[config.mk]
export PLATFORM = sky130hd
export DESIGN_NAME = cam_fifo_writer
export DESIGN_NICKNAME = d
export VERILOG_FILES = /design/src/rtl/cam_pkg.sv /design/src/rtl/sync_edge.sv /design/src/rtl/cam_fifo_writer.sv
export SDC_FILE = /design/constraint.sdc
export NUM_CORES = 1
export LEC_CHECK = 0
export ABC_AREA = 1
export CAP_MARGIN = 5
export CORE_AREA = 2 2 172 174
export DETAILED_ROUTE_END_ITERATION = 10
export DIE_AREA = 0 0 174 176
export SLEW_MARGIN = 20
export SYNTH_ARGS = -nofsm -noshare
export SYNTH_HDL_FRONTEND = slang
export SYNTH_SLANG_ARGS = --single-unit
[constraint.sdc]
create_clock -name wr_clk -period 21.9 [get_ports wr_clk]
set_input_delay 6.57 -clock wr_clk [delete_from_list [all_inputs] [get_ports wr_clk]]
set_output_delay 6.57 -clock wr_clk [all_outputs]
set_load 0.01 [all_outputs]
[src/rtl/cam_pkg.sv]
// Shared types and helpers for the camera capture front end.
package cam_pkg;

    typedef enum logic [1:0] {
        WAIT_VS    = 2'd0,
        WAIT_FRAME = 2'd1,
        ACTIVE     = 2'd2,
        DROP       = 2'd3
    } cam_state_t;

    // Number of pixels packed into one FIFO word.
    function automatic int ppw(input int pix_width, input int data_width);
        return data_width / pix_width;
    endfunction

    // True when value is a non-zero whole multiple of unit.
    function automatic bit is_multiple(input int value, input int unit);
        return (unit > 0) && (value >= unit) && ((value % unit) == 0);
    endfunction

endpackage

[src/rtl/sync_edge.sv]
// Registers one camera sync input and derives rise/fall pulses from the registered copy.
module sync_edge (
    input  logic wr_clk,
    input  logic rst,
    input  logic i_d,
    output logic o_level,
    output logic o_rise,
    output logic o_fall
);

    logic r_q;
    logic r_q_d;

    // Input register plus a one-cycle history used for edge detection.
    always_ff @(posedge wr_clk or posedge rst) begin
        if (rst) begin
            r_q   <= 1'b0;
            r_q_d <= 1'b0;
        end else begin
            r_q   <= i_d;
            r_q_d <= r_q;
        end
    end

    assign o_level = r_q;
    assign o_rise  = r_q & ~r_q_d;
    assign o_fall  = ~r_q & r_q_d;

endmodule

[src/rtl/cam_fifo_writer.sv]
// Frames the camera pixel stream, packs pixels into FIFO words and reports frame status.
module cam_fifo_writer
    import cam_pkg::*;
#(
    parameter int PIX_WIDTH  = 16,
    parameter int DATA_WIDTH = 64,
    parameter int H_ACTIVE   = 640,
    parameter int V_ACTIVE   = 480
) (
    input  logic                  wr_clk,
    input  logic                  rst,
    input  logic                  i_vsync,
    input  logic                  i_href,
    input  logic                  i_pix_valid,
    input  logic [PIX_WIDTH-1:0]  i_pix_data,
    input  logic                  i_fifo_full,
    input  logic                  i_fifo_prog_full,
    output logic                  o_fifo_wr_en,
    output logic [DATA_WIDTH-1:0] o_fifo_din,
    output logic                  o_frame_start,
    output logic                  o_frame_done,
    output logic                  o_frame_skip,
    output logic                  o_overflow,
    output logic                  o_line_err,
    output logic [15:0]           o_frame_cnt
);

    localparam int PPW       = ppw(PIX_WIDTH, DATA_WIDTH);
    localparam int K_W       = (PPW > 1) ? $clog2(PPW) : 1;
    localparam int PIX_CNT_W = $clog2(H_ACTIVE) + 1;
    localparam int LINE_W    = $clog2(V_ACTIVE) + 1;

    if (!is_multiple(DATA_WIDTH, PIX_WIDTH)) begin : g_bad_data_width
        $fatal(1, "DATA_WIDTH must be a multiple of PIX_WIDTH");
    end
    if (!is_multiple(H_ACTIVE, PPW)) begin : g_bad_h_active
        $fatal(1, "H_ACTIVE must be a multiple of pixels per word");
    end

    cam_state_t             r_state;
    cam_state_t             w_state_next;
    logic                   w_vs_level, w_vs_rise, w_vs_fall;
    logic                   w_href_level, w_href_rise, w_href_fall;
    logic                   w_start, w_done, w_skip, w_abort;
    logic                   w_loss, w_accept, w_word_done, w_line_end, w_pad, w_count_line, w_last_line;
    logic [DATA_WIDTH-1:0]  r_pack, r_word, w_pack_next;
    logic [K_W-1:0]         r_k;
    logic                   r_push;
    logic [PIX_CNT_W-1:0]   r_pix_cnt;
    logic [LINE_W-1:0]      r_line_cnt;

    sync_edge u_vsync_edge (
        .wr_clk  (wr_clk),
        .rst     (rst),
        .i_d     (i_vsync),
        .o_level (w_vs_level),
        .o_rise  (w_vs_rise),
        .o_fall  (w_vs_fall)
    );

    sync_edge u_href_edge (
        .wr_clk  (wr_clk),
        .rst     (rst),
        .i_d     (i_href),
        .o_level (w_href_level),
        .o_rise  (w_href_rise),
        .o_fall  (w_href_fall)
    );

    // A push seen by a full FIFO is lost; pixels stop being taken from that moment on.
    assign w_loss       = o_fifo_wr_en & i_fifo_full;
    assign w_accept     = (r_state == ACTIVE) & w_href_level & i_pix_valid & ~w_vs_level & ~w_loss;
    assign w_word_done  = w_accept & (r_k == K_W'(PPW - 1));
    assign w_line_end   = (r_state == ACTIVE) & w_href_fall & ~w_vs_rise & ~w_loss;
    assign w_pad        = w_line_end & (r_k != '0);
    assign w_count_line = ((r_state == ACTIVE) | (r_state == DROP)) & w_href_fall & ~w_vs_rise;
    assign w_last_line  = (r_line_cnt + 1'b1) == LINE_W'(V_ACTIVE);

    // Current word with the incoming pixel dropped into slot k (first pixel in the LSBs).
    always_comb begin
        w_pack_next = r_pack;
        w_pack_next[r_k*PIX_WIDTH +: PIX_WIDTH] = i_pix_data;
    end

    // Frame state register.
    always_ff @(posedge wr_clk or posedge rst) begin
        if (rst) r_state <= WAIT_VS;
        else     r_state <= w_state_next;
    end

    // Frame sequencing: next state plus the single-cycle frame events.
    always_comb begin
        w_state_next = r_state;
        w_start      = 1'b0;
        w_done       = 1'b0;
        w_skip       = 1'b0;
        w_abort      = 1'b0;
        case (r_state)
            WAIT_VS: begin
                if (w_vs_rise) w_state_next = WAIT_FRAME;
            end
            WAIT_FRAME: begin
                if (w_vs_fall) begin
                    if (i_fifo_prog_full) begin
                        w_skip       = 1'b1;
                        w_state_next = WAIT_VS;
                    end else begin
                        w_start      = 1'b1;
                        w_state_next = ACTIVE;
                    end
                end
            end
            ACTIVE: begin
                if (w_vs_rise) begin
                    w_abort      = 1'b1;
                    w_state_next = WAIT_FRAME;
                end else if (w_href_fall && w_last_line) begin
                    w_done       = 1'b1;
                    w_state_next = WAIT_VS;
                end else if (w_loss) begin
                    w_state_next = DROP;
                end
            end
            DROP: begin
                if (w_vs_rise) begin
                    w_state_next = WAIT_FRAME;
                end else if (w_href_fall && w_last_line) begin
                    w_done       = 1'b1;
                    w_state_next = WAIT_VS;
                end
            end
            default: w_state_next = WAIT_VS;
        endcase
    end

    // Registered frame pulses, frame counter and the sticky error flags.
    always_ff @(posedge wr_clk or posedge rst) begin
        if (rst) begin
            o_frame_start <= 1'b0;
            o_frame_done  <= 1'b0;
            o_frame_skip  <= 1'b0;
            o_frame_cnt   <= '0;
            o_overflow    <= 1'b0;
            o_line_err    <= 1'b0;
        end else begin
            o_frame_start <= w_start;
            o_frame_done  <= w_done;
            o_frame_skip  <= w_skip;
            if (w_start) o_frame_cnt <= o_frame_cnt + 16'd1;
            if (w_start)     o_overflow <= 1'b0;
            else if (w_loss) o_overflow <= 1'b1;
            if (w_start) o_line_err <= 1'b0;
            else if (w_abort || (w_line_end && (r_pix_cnt != PIX_CNT_W'(H_ACTIVE)))) o_line_err <= 1'b1;
        end
    end

    // Pixel packer: completed words are staged one cycle before reaching the FIFO port.
    always_ff @(posedge wr_clk or posedge rst) begin
        if (rst) begin
            r_pack <= '0;
            r_word <= '0;
            r_k    <= '0;
            r_push <= 1'b0;
        end else begin
            r_push <= w_word_done;
            if (w_start || w_abort || w_line_end) begin
                r_pack <= '0;
                r_k    <= '0;
            end else if (w_word_done) begin
                r_word <= w_pack_next;
                r_pack <= '0;
                r_k    <= '0;
            end else if (w_accept) begin
                r_pack <= w_pack_next;
                r_k    <= r_k + 1'b1;
            end
        end
    end

    // Pixel and line counters; the pixel count restarts at every line start and saturates.
    always_ff @(posedge wr_clk or posedge rst) begin
        if (rst) begin
            r_pix_cnt  <= '0;
            r_line_cnt <= '0;
        end else begin
            if (w_start || w_abort || w_line_end) r_pix_cnt <= '0;
            else if (w_href_rise)                 r_pix_cnt <= w_accept ? PIX_CNT_W'(1) : '0;
            else if (w_accept && (r_pix_cnt != '1)) r_pix_cnt <= r_pix_cnt + 1'b1;
            if (w_start)           r_line_cnt <= '0;
            else if (w_count_line) r_line_cnt <= r_line_cnt + 1'b1;
        end
    end

    // FIFO write port: a staged full word, or the zero-padded tail of a line.
    always_ff @(posedge wr_clk or posedge rst) begin
        if (rst) begin
            o_fifo_wr_en <= 1'b0;
            o_fifo_din   <= '0;
        end else begin
            o_fifo_wr_en <= 1'b0;
            if (r_push && !w_loss) begin
                o_fifo_wr_en <= 1'b1;
                o_fifo_din   <= r_word;
            end else if (w_pad) begin
                o_fifo_wr_en <= 1'b1;
                o_fifo_din   <= r_pack;
            end
        end
    end

endmodule

; Yosys cells after proc, flatten, opt, wreduce, memory -nomap -nowiden
; Cells that the tools add are included.
[word_totals]
out_inout_bits = 86
regBits = 244
word_cells = 121
inputBits = 23
[classes]
bitwise_logic = 24
n_addsub = 5
eq_ne = 11
mux = 41
reduce_logical = 19
shift = 2
[op_table]
columns = cell, n
row1 = 2-to-1 mux 64 bit, 5
row2 = bitwise mux 64 bit, 1
row3 = variable shift 16 x 34 -> 64 bit (first input constant), 1
row4 = variable part select 16 x 34 -> 64 bit, 1
row5 = negation 6 -> 34 bit, 1
row6 = 2-to-1 mux 11 bit, 3
row7 = 2-to-1 mux 2 bit, 11
row8 = 2-to-1 mux 10 bit, 2
row9 = 2-to-1 mux 1 bit, 18
row10 = adder 16 x 1 -> 16 bit (second input constant), 1
row11 = AND 1 bit, 16
row12 = adder 11 x 1 -> 11 bit (second input constant), 1
row13 = inequality test 11 x 10 -> 1 bit (second input constant), 1
row14 = inequality test 11 bit (second input constant), 1
row15 = adder 10 x 1 -> 10 bit (second input constant), 1
row16 = == test 10 x 9 -> 1 bit (second input constant), 1
row17 = nonzero test 2 bit, 5
row18 = case mux 2 bit (4 select lines), 1
row19 = NOT 1 bit, 7
row20 = == test 2 bit (second input constant), 3
row21 = nonzero test 3 bit, 2
row22 = logical AND 1 bit, 4
row23 = inequality test 4 x 3 -> 1 bit (second input constant), 1
row24 = AND reduction 4 bit, 1
row25 = other kinds (11), 13

; Depth between registers and ports, before layout
[depth]
depth_word = 9
depth_mapped = 13
depth_no_buf = 13

; Modules after synthesis
; From an unflattened synthesis, not the netlist that was laid out.
[hier_totals]
cells_unflattened = 1411
area_unflattened_um2 = 11449.7
[modules_own_cells]
columns = mod, seq_area_each_um2, n_inst, cells_per_inst, area_each_um2
row1 = cam_fifo_writer, 6005.8, 1, 1397, 11312.1
row2 = sync_edge, 50.0, 2, 7, 68.8

; Worst setup path before layout
; Ideal clock, no wire load.
[synth_timing]
kind = in2reg
startpoint = input i_fifo_prog_full
endpoint = register o_frame_cnt[15]
n_path_buf = 0
setup_ns = 0.124
path_stages = 11
t_required_ns = 21.776
arrival_ns = 7.639
setup_slack_ns = 14.136
path_cell_list = inv_1 nand3_4 nor2_8 inv_4 nor2_4 nand3_2 nor2_4 nand2_2 nor2_4 nand3_2 xnor2_1
[synth_via]
elab_chain_len = 3
[synth_lines]
columns = element, line
row1 = start: declaration, cam_fifo_writer.sv:17  ; input logic i_fifo_prog_full,
row2 = 2-to-1 mux 1 bit, cam_fifo_writer.sv:104  ; if (i_fifo_prog_full) begin
row3 = 2-to-1 mux 1 bit, cam_fifo_writer.sv:103  ; if (w_vs_fall) begin
row4 = 2-to-1 mux 1 bit, cam_fifo_writer.sv:98  ; case (r_state)
row5 = named net w_start, cam_fifo_writer.sv:44  ; logic w_start, w_done, w_skip, w_abort;
row6 = end signal: assignment, cam_fifo_writer.sv:149  ; if (w_start) o_frame_cnt <= o_frame_cnt + 16'd1;
row7 = end: declaration, cam_fifo_writer.sv:25  ; output logic [15:0] o_frame_cnt
; The timed path passes the listed nets, and every way through them passes these cells.
; A chain may end at the register's enable or synchronous reset.

; Worst setup path after layout
[layout_timing]
startpoint = input i_fifo_full
endpoint = register r_pack[58]
[layout_via]
elab_chain_len = 6
elab_cells_between_ends = 9
classes_between = 2 x mux / 5 x bitwise / 2 x reduce/logical
[layout_lines]
columns = element, line
row1 = start: declaration, cam_fifo_writer.sv:16  ; input logic i_fifo_full,
row2 = AND 1 bit *, cam_fifo_writer.sv:71  ; assign w_loss = o_fifo_wr_en & i_fifo_full;
row3 = NOT 1 bit *, "cam_fifo_writer.sv:72, cam_fifo_writer.sv:74"
row4 = AND 1 bit, cam_fifo_writer.sv:72  ; assign w_accept = (r_state == ACTIVE) & w_href_level & i_pix_valid & ~w_vs_level & ~w_loss;
row5 = AND 1 bit, cam_fifo_writer.sv:73  ; assign w_word_done = w_accept & (r_k == K_W'(PPW - 1));
row6 = 2-to-1 mux 64 bit, cam_fifo_writer.sv:169  ; end else if (w_word_done) begin
row7 = 2-to-1 mux 64 bit, cam_fifo_writer.sv:166  ; if (w_start || w_abort || w_line_end) begin
row8 = end signal: assignment, cam_fifo_writer.sv:174  ; r_pack <= w_pack_next;
row9 = end: declaration, cam_fifo_writer.sv:46  ; logic [DATA_WIDTH-1:0] r_pack, r_word, w_pack_next;
; Every way passes the cells marked *; elsewhere a longest branch is shown, timed or not.

==> impl_metrics.sql <==
INSERT INTO impl_metrics (metric_group, metric, value, unit) VALUES
('clock_network', 'clk-insertion-delay-late', '0.54', 'ns'),
('routing', 'drt_pass1_iterations', '5', ''),
('timing', 'hold_viol_final', '0', ''),
('routing', 'route.final.wire_length', '31.2', 'mm'),
('synthesis', 'synth.most_common_cell', 'sky130_fd_sc_hd__nand2_1', ''),
('synthesis', 'post_synth_main_area_contributors', 'sky130_fd_sc_hd__dfrtp_1 (53%), sky130_fd_sc_hd__nand2_1 (11%), sky130_fd_sc_hd__nor2_1 (4.3%), sky130_fd_sc_hd__inv_1 (4.1%), sky130_fd_sc_hd__o22ai_1 (3.8%)', ''),
('setup_path', 'worst-path-max-fanout', '66', ''),
('final_layout', 'fin_util', '47.6', '%'),
('setup_path', 'critical_path_required', '22.34', 'ns'),
('global_route', 'global_route_wire_length_before_repair', '51.2', 'mm'),
('timing', 'setup-tns-final', '0', 'ns'),
('synthesis', 'seq_total_area_yosys', '53.5', '%'),
('timing', 'max_frequency', '106', 'MHz'),
('global_route', 'initial_antenna_violation_count', '0', ''),
('routing', 'top_layer', 'met4', ''),
('routing', 'via_count', '9609', ''),
('timing', 'fin_crit_sh', '43.3', '%'),
('synthesis', 'flop_and_latch_count_out_of_synthesis', '244', ''),
('routing', 'detailedRoute.firstIterationViolations', '854', ''),
('synthesis', 'synth_area_leader_cell', 'sky130_fd_sc_hd__dfrtp_1', ''),
('clock_network', 'clock_input_transition_at_the_sequential_cells_of_the_worst_setup_and_hold_paths', '0.06', 'ns'),
('clock_network', 'cts_root_buffer_type', 'sky130_fd_sc_hd__clkbuf_16', ''),
('routing', 'wl_met1', '14.6', 'mm'),
('worst_hold_path', 'min_path_type', 'flop to flop', ''),
('synthesis', 'synth_enable_flop_cells', '0', ''),
('floorplan', 'top_level_ports', '109', ''),
('routing', 'postRouteAntennaNets', '0', ''),
('timing', 'slew_viol_final', '0', ''),
('pwr', 'cellPowerDensity', '110', 'nW/µm²'),
('clock_network', 'cts_tree', 'yes', ''),
('pwr', 'totalPowerFinal', '0.00150', 'W'),
('global_route', 'grt_overflow', '0', ''),
('setup_path', 'worst-setup-path-type', 'input port to flop', ''),
('setup_path', 'timing.critical_path.arrival', '9.92', 'ns'),
('setup_path', 'end_kind', 'flop', ''),
('placement', 'io_buffer_count', '108', ''),
('routing', 'wire_length_per_cell', '17.2', 'µm'),
('job', 'timing.max_cap.violations', '0', ''),
('floorplan', 'dieWidth', '174', 'µm'),
('final_layout', 'syn2layout_area_growth', '18.9', '%'),
('timing', 'worstMarginPinSlew', '1.03', 'ns'),
('clock_network', 'hold_buffers', '0', ''),
('routing', 'routed-wl-met2', '13.9', 'mm'),
('synthesis', 'synthesis.area', '11400', 'µm²'),
('synthesis', 'synth.net_count', '1380', ''),
('final_layout', 'fin_area', '13600', 'µm²'),
('clock_network', 'cts_resized', '0', ''),
('routing', 'route.met3.wl', '1.89', 'mm'),
('synthesis', 'syn_inst', '1347', ''),
('setup_path', 'cp-start-kind', 'input port', ''),
('floorplan', 'num_rows', '62', ''),
('timing', 'slew_headroom', '31.1', '%'),
('global_route', 'global_route.usage.total', '20.5', '%'),
('global_route', 'grt_start_max_net_pins', '108', ''),
('timing', 'rsz0062_at_grt', 'false', ''),
('clock_network', 'cts-root-to-sink-buffers', '3', ''),
('routing', 'route.detailed.drc', '0', ''),
('synthesis', 'post_synth_most_frequent_cells', 'sky130_fd_sc_hd__nand2_1 (342), sky130_fd_sc_hd__dfrtp_1 (244), sky130_fd_sc_hd__nor2_1 (131)', ''),
('synthesis', 'ys_warn_count', '0', ''),
('floorplan', 'die_area', '30600', 'µm²'),
('synthesis', 'synth_ff_type', 'sky130_fd_sc_hd__dfrtp_1', ''),
('clock_network', 'post_cts.repair.setup_buffers', '0', ''),
('pwr', 'leakagePower', '5.98', 'nW'),
('synthesis', 'synth_top_area_share', '53.5', '%'),
('synthesis', 'count_of_different_cell_masters_after_synthesis', '39', ''),
('placement', 'gp_congestion', '0.908', ''),
('outcome', 'run_status', 'complete, no violations', ''),
('synthesis', 'async_reset_ff_share', '100', '%'),
('clock_network', 'h_tree_levels', '1', ''),
('timing', 'setup_viols_final', '0', ''),
('final_layout', 'fillerInstances', '2844', '');
final timing paths:
path | start | to | slack [ns] | depth (start not counted)
setup / recovery | i_fifo_full | r_pack[58] | 12.42 | 12
hold / removal | u_vsync_edge.o_level | u_vsync_edge.r_q_d | 0.41 | 0
setup reg to reg | o_fifo_wr_en | r_pack[58] | 18.57 | 11
hold reg to reg | u_vsync_edge.o_level | u_vsync_edge.r_q_d | 0.41 | 0
max in group asynchronous | rst | r_push | 13.33 | 4
min in group asynchronous | rst | o_frame_cnt[14] | 6.56 | 2
registers in the layout, summed over array words and instances (netlist names), 2 cells and up:
register,flops
o_fifo_din,64
o_frame_cnt,16
r_k,2
r_line_cnt,10
r_pack,64
r_pix_cnt,11
r_state,2
r_word,64
critical path, cell delays in order:
cell	delay, ns
sky130_fd_sc_hd__clkdlybuf4s50_1	0.53
sky130_fd_sc_hd__nand2_2	0.06
sky130_fd_sc_hd__buf_4	0.35
sky130_fd_sc_hd__nand2_1	0.18
sky130_fd_sc_hd__inv_2	0.06
sky130_fd_sc_hd__nand3_2	0.11
sky130_fd_sc_hd__nand2_2	0.07
sky130_fd_sc_hd__nor2_4	0.63
sky130_fd_sc_hd__inv_2	0.51
sky130_fd_sc_hd__nor2_1	0.23
sky130_fd_sc_hd__inv_2	0.29
sky130_fd_sc_hd__o21ai_0	0.30
cells by family after synthesis:
family,Yosys count,synth area share [%]
AO/OA/AOI/OAI,232,12.3
XOR/XNOR,17,1.30
flip-flops,244,53.5
buffers and inverters,221,8.25
adder cells (fa/ha/maj),10,1.10
AND/OR/NAND/NOR,623,23.6
power by group:
part | switching, W | total (W) | internal, W
Sequential | 0.0000700 | 0.000613 | 0.000543
Combinational | 0.000237 | 0.000421 | 0.000184
Clock | 0.000186 | 0.000463 | 0.000277
per-layer routing:
layer  global-route usage [%]  vias up
met1                     30.0     4632
met4                     6.27        0
li1                         -     4601
met5                        0        -
met2                     31.8      324
met3                     2.99       52
layout by cell type, fill, tap and decap left out, types with 20 or more instances in the layout:
cell / count
sky130_fd_sc_hd__nand4_1: 30
sky130_fd_sc_hd__nand3_1: 79
sky130_fd_sc_hd__o21ai_1: 35
sky130_fd_sc_hd__o22ai_1: 70
sky130_fd_sc_hd__a31oi_1: 65
sky130_fd_sc_hd__inv_1: 123
sky130_fd_sc_hd__nor2_1: 131
sky130_fd_sc_hd__a22oi_1: 24
sky130_fd_sc_hd__clkbuf_16: 29
sky130_fd_sc_hd__dfrtp_1: 243
sky130_fd_sc_hd__o21ai_0: 20
sky130_fd_sc_hd__clkdlybuf4s50_1: 108
sky130_fd_sc_hd__nand2_1: 340
stage by stage:
| stage | setup WS, ns | cells | hold WS [ns] |
|---|---|---|---|
| after global routing | 12.25 | 1815 | 0.435 |
| after floorplan | 8.63 | 1347 | 0.373 |
| after detailed placement | 11.99 | 1765 | 0.398 |
| final | 12.42 | 1815 | 0.413 |
| after CTS | 12.52 | 1815 | 0.420 |
| after global placement | 12.02 | 1765 | 0.398 |
cell type report:
| type | count | area, µm² | area share, % |
|---|---|---|---|
| multi-input cells | 882 | 4390 | 32.3 |
| clock buffers | 45 | 856 | 6.30 |
| clock inverters | 5 | 55.1 | 0.405 |
| repair buffers | 120 | 1170 | 8.65 |
| flip-flops and latches | 244 | 6110 | 45.0 |
| well taps | 384 | 480 | 3.54 |
| inverters | 135 | 519 | 3.82 |
(Power assumes the default switching activity.)
